==> config.mk <==
export PLATFORM = sky130hd
export DESIGN_NAME = f32_accum_flat
export DESIGN_NICKNAME = d
export VERILOG_FILES = /design/src/rtl/f32_accum_if.sv /design/src/rtl/f32_accum.sv /design/src/flat_wrapper.sv
export SDC_FILE = /design/constraint.sdc
export NUM_CORES = 1
export LEC_CHECK = 0
export BUFFER_PORTS_ARGS = -buffer_cell sky130_fd_sc_hd__buf_2
export CAP_MARGIN = 20
export CORE_ASPECT_RATIO = 0.75
export CORE_MARGIN = 2
export CORE_UTILIZATION = 61
export CTS_BUF_LIST = sky130_fd_sc_hd__clkbuf_8
export DETAILED_ROUTE_END_ITERATION = 8
export PLACE_DENSITY_LB_ADDON = 0.1
export SETUP_SLACK_MARGIN = 0.2
export SYNTH_ARGS = -nofsm -noshare
export SYNTH_HDL_FRONTEND = slang
export SYNTH_SLANG_ARGS = --single-unit
==> constraint.sdc <==
create_clock -name clk -period 14.53 [get_ports clk]
set_input_delay 2.1795 -clock clk [delete_from_list [all_inputs] [get_ports clk]]
set_output_delay 2.1795 -clock clk [all_outputs]
set_load 0.03 [all_outputs]
==> src/rtl/f32_accum_if.sv <==
// Handshake and result bundle between an upstream f32 producer (e.g. f32_mult)
// and the f32 accumulator.
interface f32_accum_if;
    logic        clear;
    logic        in_valid;
    logic [31:0] in_data;
    logic        in_overflow;
    logic        in_underflow;
    logic        in_ready;
    logic [31:0] acc_o;
    logic        busy;
    logic        done;
    logic        overflow_o;
    logic        underflow_o;
    logic        invalid_o;

    modport master (
        output clear, in_valid, in_data, in_overflow, in_underflow,
        input  in_ready, acc_o, busy, done, overflow_o, underflow_o, invalid_o
    );

    modport slave (
        input  clear, in_valid, in_data, in_overflow, in_underflow,
        output in_ready, acc_o, busy, done, overflow_o, underflow_o, invalid_o
    );
endinterface

==> src/rtl/f32_accum.sv <==
// Multi-cycle IEEE-754 single-precision accumulator: acc <= acc + in_data,
// round-to-nearest-even, subnormals flushed to zero, sticky exception flags.
module f32_accum #(
    parameter logic [31:0] ACC_RESET = 32'h0000_0000
) (
    input  logic        clk,
    input  logic        rst_n,
    f32_accum_if.slave  bus
);
    typedef enum logic [2:0] {IDLE, UNPACK, ALIGN, ADD, NORM, ROUND} state_t;

    localparam logic [31:0] QNAN = 32'h7FC0_0000;

    state_t      state_reg;
    logic [31:0] acc_reg;
    logic [31:0] operand_reg;
    logic        done_reg;
    logic        ovf_reg;
    logic        unf_reg;
    logic        inv_reg;

    // ---------------- unpack (operand 0 = accumulator, 1 = addend) ----------------
    logic [31:0] opnd   [2];
    logic [7:0]  f_exp  [2];
    logic [23:0] f_sig  [2];
    logic [1:0]  f_sign;
    logic [1:0]  f_zero;
    logic [1:0]  f_inf;
    logic [1:0]  f_nan;

    assign opnd[0] = acc_reg;
    assign opnd[1] = operand_reg;

    generate
        for (genvar gi = 0; gi < 2; gi++) begin : g_unpack
            assign f_sign[gi] = opnd[gi][31];
            assign f_exp[gi]  = opnd[gi][30:23];
            assign f_zero[gi] = (opnd[gi][30:23] == 8'h00);
            assign f_inf[gi]  = (opnd[gi][30:23] == 8'hFF) && (opnd[gi][22:0] == 23'd0);
            assign f_nan[gi]  = (opnd[gi][30:23] == 8'hFF) && (opnd[gi][22:0] != 23'd0);
            // Subnormal fractions are discarded: FTZ treats exp==0 as an exact zero.
            assign f_sig[gi]  = f_zero[gi] ? 24'd0 : {1'b1, opnd[gi][22:0]};
        end
    endgenerate

    logic        any_nan;
    logic [31:0] special_val_next;
    assign any_nan = (|f_nan) | (f_inf[0] & f_inf[1] & (f_sign[0] ^ f_sign[1]));
    assign special_val_next = any_nan  ? QNAN :
                              f_inf[0] ? opnd[0] : opnd[1];

    logic [1:0]  u_sign_reg;
    logic [7:0]  u_exp_reg [2];
    logic [23:0] u_sig_reg [2];
    logic        special_reg;
    logic        special_inv_reg;
    logic [31:0] special_val_reg;
    logic        zero_sign_reg;

    // ---------------- align ----------------
    logic        a_big;
    logic        sign_big, sign_small;
    logic [7:0]  exp_big, exp_small, diff;
    logic [23:0] sig_big, sig_small;
    logic [53:0] shift_wide;
    logic [26:0] aligned_small;

    assign a_big      = {u_exp_reg[0], u_sig_reg[0]} >= {u_exp_reg[1], u_sig_reg[1]};
    assign sign_big   = a_big ? u_sign_reg[0] : u_sign_reg[1];
    assign sign_small = a_big ? u_sign_reg[1] : u_sign_reg[0];
    assign exp_big    = a_big ? u_exp_reg[0]  : u_exp_reg[1];
    assign exp_small  = a_big ? u_exp_reg[1]  : u_exp_reg[0];
    assign sig_big    = a_big ? u_sig_reg[0]  : u_sig_reg[1];
    assign sig_small  = a_big ? u_sig_reg[1]  : u_sig_reg[0];
    assign diff       = exp_big - exp_small;
    assign shift_wide = {sig_small, 3'b000, 27'd0} >> diff[4:0];
    // Bits shifted past the guard/round positions collapse into the sticky LSB.
    assign aligned_small = (diff >= 8'd26) ? {26'd0, |sig_small}
                         : {shift_wide[53:28], shift_wide[27] | (|shift_wide[26:0])};

    logic        al_sign_reg;
    logic        al_sub_reg;
    logic [7:0]  al_exp_reg;
    logic [26:0] al_ma_reg;
    logic [26:0] al_mb_reg;

    // ---------------- add ----------------
    logic [27:0] sum_next;
    assign sum_next = al_sub_reg ? ({1'b0, al_ma_reg} - {1'b0, al_mb_reg})
                                 : ({1'b0, al_ma_reg} + {1'b0, al_mb_reg});

    logic [27:0] sum_reg;
    logic        ad_sign_reg;
    logic [7:0]  ad_exp_reg;

    // ---------------- normalise + round ----------------
    logic [4:0]         lz;
    logic [26:0]        nm;
    logic signed [9:0]  ne;
    logic signed [9:0]  re;
    logic               inc;
    logic [24:0]        rnd;
    logic [22:0]        frac;
    logic [31:0]        res_val;
    logic               res_ovf;
    logic               res_unf;
    logic               res_inv;

    always_comb begin
        lz = 5'd27;
        for (int i = 0; i < 27; i++) begin
            if (sum_reg[i]) lz = 5'(26 - i);
        end
    end

    always_comb begin
        nm      = 27'd0;
        ne      = 10'sd0;
        re      = 10'sd0;
        inc     = 1'b0;
        rnd     = 25'd0;
        frac    = 23'd0;
        res_val = 32'd0;
        res_ovf = 1'b0;
        res_unf = 1'b0;
        res_inv = 1'b0;

        if (sum_reg[27]) begin
            nm = {sum_reg[27:2], sum_reg[1] | sum_reg[0]};
            ne = $signed({2'b00, ad_exp_reg}) + 10'sd1;
        end else begin
            nm = sum_reg[26:0] << lz;
            ne = $signed({2'b00, ad_exp_reg}) - $signed({5'd0, lz});
        end

        inc  = nm[2] & (nm[1] | nm[0] | nm[3]);
        rnd  = {1'b0, nm[26:3]} + {24'd0, inc};
        re   = ne + (rnd[24] ? 10'sd1 : 10'sd0);
        frac = rnd[24] ? rnd[23:1] : rnd[22:0];

        if (special_reg) begin
            res_val = special_val_reg;
            res_inv = special_inv_reg;
        end else if (sum_reg == 28'd0) begin
            // Exact cancellation gives +0; only -0 + -0 keeps the negative sign.
            res_val = {zero_sign_reg, 31'd0};
        end else if (re >= 10'sd255) begin
            res_val = {ad_sign_reg, 8'hFF, 23'd0};
            res_ovf = 1'b1;
        end else if (re <= 10'sd0) begin
            res_val = {ad_sign_reg, 31'd0};
            res_unf = 1'b1;
        end else begin
            res_val = {ad_sign_reg, re[7:0], frac};
        end
    end

    // ---------------- datapath pipeline registers ----------------
    always_ff @(posedge clk) begin
        if (state_reg == UNPACK) begin
            u_sign_reg      <= f_sign;
            for (int i = 0; i < 2; i++) begin
                u_exp_reg[i] <= f_exp[i];
                u_sig_reg[i] <= f_sig[i];
            end
            special_reg     <= any_nan | (|f_inf);
            special_inv_reg <= any_nan;
            special_val_reg <= special_val_next;
            zero_sign_reg   <= f_sign[0] & f_sign[1];
        end
        if (state_reg == ALIGN) begin
            al_sign_reg <= sign_big;
            al_sub_reg  <= sign_big ^ sign_small;
            al_exp_reg  <= exp_big;
            al_ma_reg   <= {sig_big, 3'b000};
            al_mb_reg   <= aligned_small;
        end
        if (state_reg == ADD) begin
            sum_reg     <= sum_next;
            ad_sign_reg <= al_sign_reg;
            ad_exp_reg  <= al_exp_reg;
        end
    end

    // ---------------- control FSM with registered outputs ----------------
    always_ff @(posedge clk or negedge rst_n) begin
        if (!rst_n) begin
            state_reg   <= IDLE;
            acc_reg     <= ACC_RESET;
            operand_reg <= 32'd0;
            done_reg    <= 1'b0;
            ovf_reg     <= 1'b0;
            unf_reg     <= 1'b0;
            inv_reg     <= 1'b0;
        end else if (bus.clear) begin
            state_reg <= IDLE;
            acc_reg   <= ACC_RESET;
            done_reg  <= 1'b0;
            ovf_reg   <= 1'b0;
            unf_reg   <= 1'b0;
            inv_reg   <= 1'b0;
        end else begin
            case (state_reg)
                IDLE: begin
                    done_reg <= 1'b0;
                    if (bus.in_valid) begin
                        operand_reg <= bus.in_data;
                        ovf_reg     <= ovf_reg | bus.in_overflow;
                        unf_reg     <= unf_reg | bus.in_underflow;
                        state_reg   <= UNPACK;
                    end
                end
                UNPACK: state_reg <= ALIGN;
                ALIGN:  state_reg <= ADD;
                ADD:    state_reg <= NORM;
                // Result is committed here so acc_o and done are both visible in ROUND.
                NORM: begin
                    acc_reg   <= res_val;
                    ovf_reg   <= ovf_reg | res_ovf;
                    unf_reg   <= unf_reg | res_unf;
                    inv_reg   <= inv_reg | res_inv;
                    done_reg  <= 1'b1;
                    state_reg <= ROUND;
                end
                ROUND: begin
                    done_reg  <= 1'b0;
                    state_reg <= IDLE;
                end
                default: state_reg <= IDLE;
            endcase
        end
    end

    assign bus.in_ready    = (state_reg == IDLE) && !bus.clear;
    assign bus.busy        = (state_reg != IDLE);
    assign bus.done        = done_reg;
    assign bus.acc_o       = acc_reg;
    assign bus.overflow_o  = ovf_reg;
    assign bus.underflow_o = unf_reg;
    assign bus.invalid_o   = inv_reg;
endmodule

==> src/flat_wrapper.sv <==
// flat-port wrapper written by rule: the top's interface ports become plain ports
module f32_accum_flat 
#(
    parameter logic [31:0] ACC_RESET = 32'h0000_0000
)
  (clk, rst_n, bus_clear, bus_in_valid, bus_in_data, bus_in_overflow, bus_in_underflow, bus_in_ready, bus_acc_o, bus_busy, bus_done, bus_overflow_o, bus_underflow_o, bus_invalid_o);
  f32_accum_if bus_i ();
  input  logic clk;
  input  logic rst_n;
  input wire logic [$bits(bus_i.clear)-1:0] bus_clear;
  input wire logic [$bits(bus_i.in_valid)-1:0] bus_in_valid;
  input wire logic [$bits(bus_i.in_data)-1:0] bus_in_data;
  input wire logic [$bits(bus_i.in_overflow)-1:0] bus_in_overflow;
  input wire logic [$bits(bus_i.in_underflow)-1:0] bus_in_underflow;
  output wire logic [$bits(bus_i.in_ready)-1:0] bus_in_ready;
  output wire logic [$bits(bus_i.acc_o)-1:0] bus_acc_o;
  output wire logic [$bits(bus_i.busy)-1:0] bus_busy;
  output wire logic [$bits(bus_i.done)-1:0] bus_done;
  output wire logic [$bits(bus_i.overflow_o)-1:0] bus_overflow_o;
  output wire logic [$bits(bus_i.underflow_o)-1:0] bus_underflow_o;
  output wire logic [$bits(bus_i.invalid_o)-1:0] bus_invalid_o;
  assign bus_i.clear = bus_clear;
  assign bus_i.in_valid = bus_in_valid;
  assign bus_i.in_data = bus_in_data;
  assign bus_i.in_overflow = bus_in_overflow;
  assign bus_i.in_underflow = bus_in_underflow;
  assign bus_in_ready = bus_i.in_ready;
  assign bus_acc_o = bus_i.acc_o;
  assign bus_busy = bus_i.busy;
  assign bus_done = bus_i.done;
  assign bus_overflow_o = bus_i.overflow_o;
  assign bus_underflow_o = bus_i.underflow_o;
  assign bus_invalid_o = bus_i.invalid_o;
  f32_accum #(.ACC_RESET(ACC_RESET)) u_core (.clk(clk), .rst_n(rst_n), .bus(bus_i));
endmodule
==> run metrics <==
Min Hold Slack 428 ps; #FFs+latches synth 270; CP startpoint kind flop; RSZ-0062 raised after global routing false; top cells by area, synth edfxtp_1 (31%), dfrtp_1 (9.1%), ha_1 (5.9%); layout cell share with drive strength beyond 1 13.6%; post-CTS setup buffer count 0; DR iter-0 viols approximately 2400; n_diodes 0; Starting Density between 60% and 70%; vias in the first global route 15900; Netlist Area Pre-Place 0.0194 mm²; crit path max fanout 26; setup TNS 0 ps; CTS tree built; Total Routing Usage GR a little under two fifths; Vert. Die Dim 159 µm; Syn-to-layout area delta 7.73%; Cell Area, Placed around 0.02 mm²; Max Freq 111 MHz; cts hold-fix bufs 0; initial antenna violation count 3; Tmin final ~9000 ps; clock transition at the registers of the reported paths 80 ps; first-pass iteration count of the detailed router 7; post-synth top area share 30.8%; Peak VDD IR about 120 µV; Rel. slew slack between 10% and 20%; total leakage power between 8 and 9 nW; Final nets 2188; syn nets 2167; final instance area 0.0209 mm²; site row count 56; I/O Pins 76; Worst Hold Depth 0; drt drc 0; sequential-to-total area share from yosys stat 39.9%; htree depth 2; vias around 17000; first-pass GRT wire length between 90 and 100 mm; FF-to-FF Start u_core.sum_reg[3]$_DFFE_PN_; Syn. warnings 0; final setup vio count 0; Post-synth EDFFs slightly below 200; clk buf depth 3; largest net degree at the start of global routing 76; Die X 210 µm; final worst-path cycle share between 60% and 70%; drt total wl 62.8 mm; Die ar. approximately 0.033 mm²; # Max-Cap Violations 0; Vias/cell 6.89; Port Buffer Count 75; max reg flops 48; Max Slew Vio Count 0; post-synthesis cell type count 100; Critical Path End Type flop; GPL Wtd Cong 1.01; Slew @ Worst Pin roughly 1300 ps; fraction of registers with async set/reset 26.3%; Power Density ~130 mW/mm²; Worst Skew 48.3 ps; Layout Utilization 66.8%; Critical Path Sink u_core.bus.acc_o[15]$_DFFE_PN0P_; Min-Delay Path Class reg -> reg; dominant cell type by area after synthesis edfxtp_1; reg-to-reg endpoint u_core.bus.acc_o[15]$_DFFE_PN0P_; core area about 0.031 mm²; outcome complete, no violations; post-DP HPWL 46.4 mm; total CTS buffers 44; clock sinks between 200 and 300; root buffer cell clkbuf_8; antenna viol nets, final 0; endpoints failing hold 0; Overflow after GRT 0; Clock Latency Late Sink ~620 ps; Worst R2R Path Depth 26; Resize count post-CTS 0; R2R Setup Slk 5550 ps; CP startpoint u_core.sum_reg[3]$_DFFE_PN_; Synth Area per Inst 9.54 µm²; worst path required time roughly 15000 ps; DR WL/cell 25.2 µm; Post-Syn Instances 2035; CP arrival 9500 ps; critical path class reg -> reg; Main synth FF type edfxtp_1
## cells by family after synthesis
family	Yosys count	synth area share, %
compound gates	532	18.6
xor+xnor	62	2.80
fa+ha+maj	94	6.13
buf+inv	230	4.73
flops	270	39.9
mux	142	9.19
simple gates	705	18.6
## worst max-delay path: stages, from the launching register on
cell      delay [ps]
edfxtp_1         550
o31ai_1          350
a21boi_0         170
o21ai_1          530
nand2_2          550
inv_1            860
nor2_1           150
a22oi_1          350
o21ai_0          440
a22oi_1          790
nor3_2           260
and4_4           250
and2_1           190
ha_1             220
ha_1             220
and2_1           160
nand2_1           80
xnor2_1          110
nand2_1          110
and4b_1          240
a32oi_1          310
nor2_1           180
nor4b_2          580
inv_1            210
a21oi_4          510
a221oi_1         180
nor3_1           280
## layout make-up
cell class / count / area (µm²)
fillers: 2435 / 10400
flip-flops and latches: 270 / 7750
clock buffers: 52 / 716
repair buffers: 97 / 546
clock inverters: 30 / 221
multi-input cells: 1535 / 10800
inverters: 108 / 405
well taps: 406 / 508
## layer usage
layer | share of wire, % | routed length (µm) | global-route usage [%]
met1 | 42 | 26400 | 54.3
met2 | 43 | 26900 | 56.6
met3 | 12 | 7320 | 8.74
met4 | 3.5 | 2170 | 13.3
met5 | 0.022 | 14 | 0
## stage by stage
step,power (mW),std cells,setup WS (ps)
2_1_floorplan,1.66,2035,8230
3_3_place_gp,1.90,2414,6020
3_5_place_dp,1.92,2415,5970
4_1_cts,2.62,2497,5910
5_1_grt,2.76,2498,5110
6_report,2.65,2498,5550
## placed cells by master (no fill, tap or decap), drive strengths merged, types with 69 or more instances in the layout
cell type / instances
nor2: 165
o21ai: 125
edfxtp: 199
mux2i: 76
a21oi: 119
nand2: 156
dfrtp: 71
ha: 92
nor3: 69
inv: 118
buf: 97
## Yosys cell counts, drive strengths merged (26+ instances only)
library cell / number
a211oi: 41
and3: 38
nand3: 58
ha: 92
dfrtp: 71
nor4: 43
nor3: 69
o211ai: 26
and2: 62
xnor2: 39
buf: 40
nand2: 156
clkbuf: 82
nor2: 165
a21oi: 119
mux2: 41
mux2i: 76
o21ai: 125
edfxtp: 199
inv: 107
## how the worst min path moves through the flow
stage,from,slack [ps],end
after global placement,u_core.al_exp_reg[3]$_DFFE_PP_,410,u_core.ad_exp_reg[3]$_DFFE_PN_
after global routing,u_core.al_exp_reg[3]$_DFFE_PP_,430,u_core.ad_exp_reg[3]$_DFFE_PN_
after floorplan,u_core.al_exp_reg[0]$_DFFE_PP_,400,u_core.ad_exp_reg[0]$_DFFE_PN_
after detailed placement,u_core.al_exp_reg[6]$_DFFE_PP_,410,u_core.ad_exp_reg[6]$_DFFE_PN_
after CTS,u_core.al_exp_reg[6]$_DFFE_PP_,430,u_core.ad_exp_reg[6]$_DFFE_PN_
final,u_core.al_exp_reg[4]$_DFFE_PP_,430,u_core.ad_exp_reg[4]$_DFFE_PN_
## report_power, final
| part | internal, mW | switching (mW) | total (mW) |
|---|---|---|---|
| Combinational | 0.334 | 0.553 | 0.887 |
| Sequential | 0.956 | 0.0983 | 1.05 |
| Clock | 0.369 | 0.344 | 0.713 |
| Total | 1.66 | 0.996 | 2.65 |
Power figures use the tool's default switching activity.
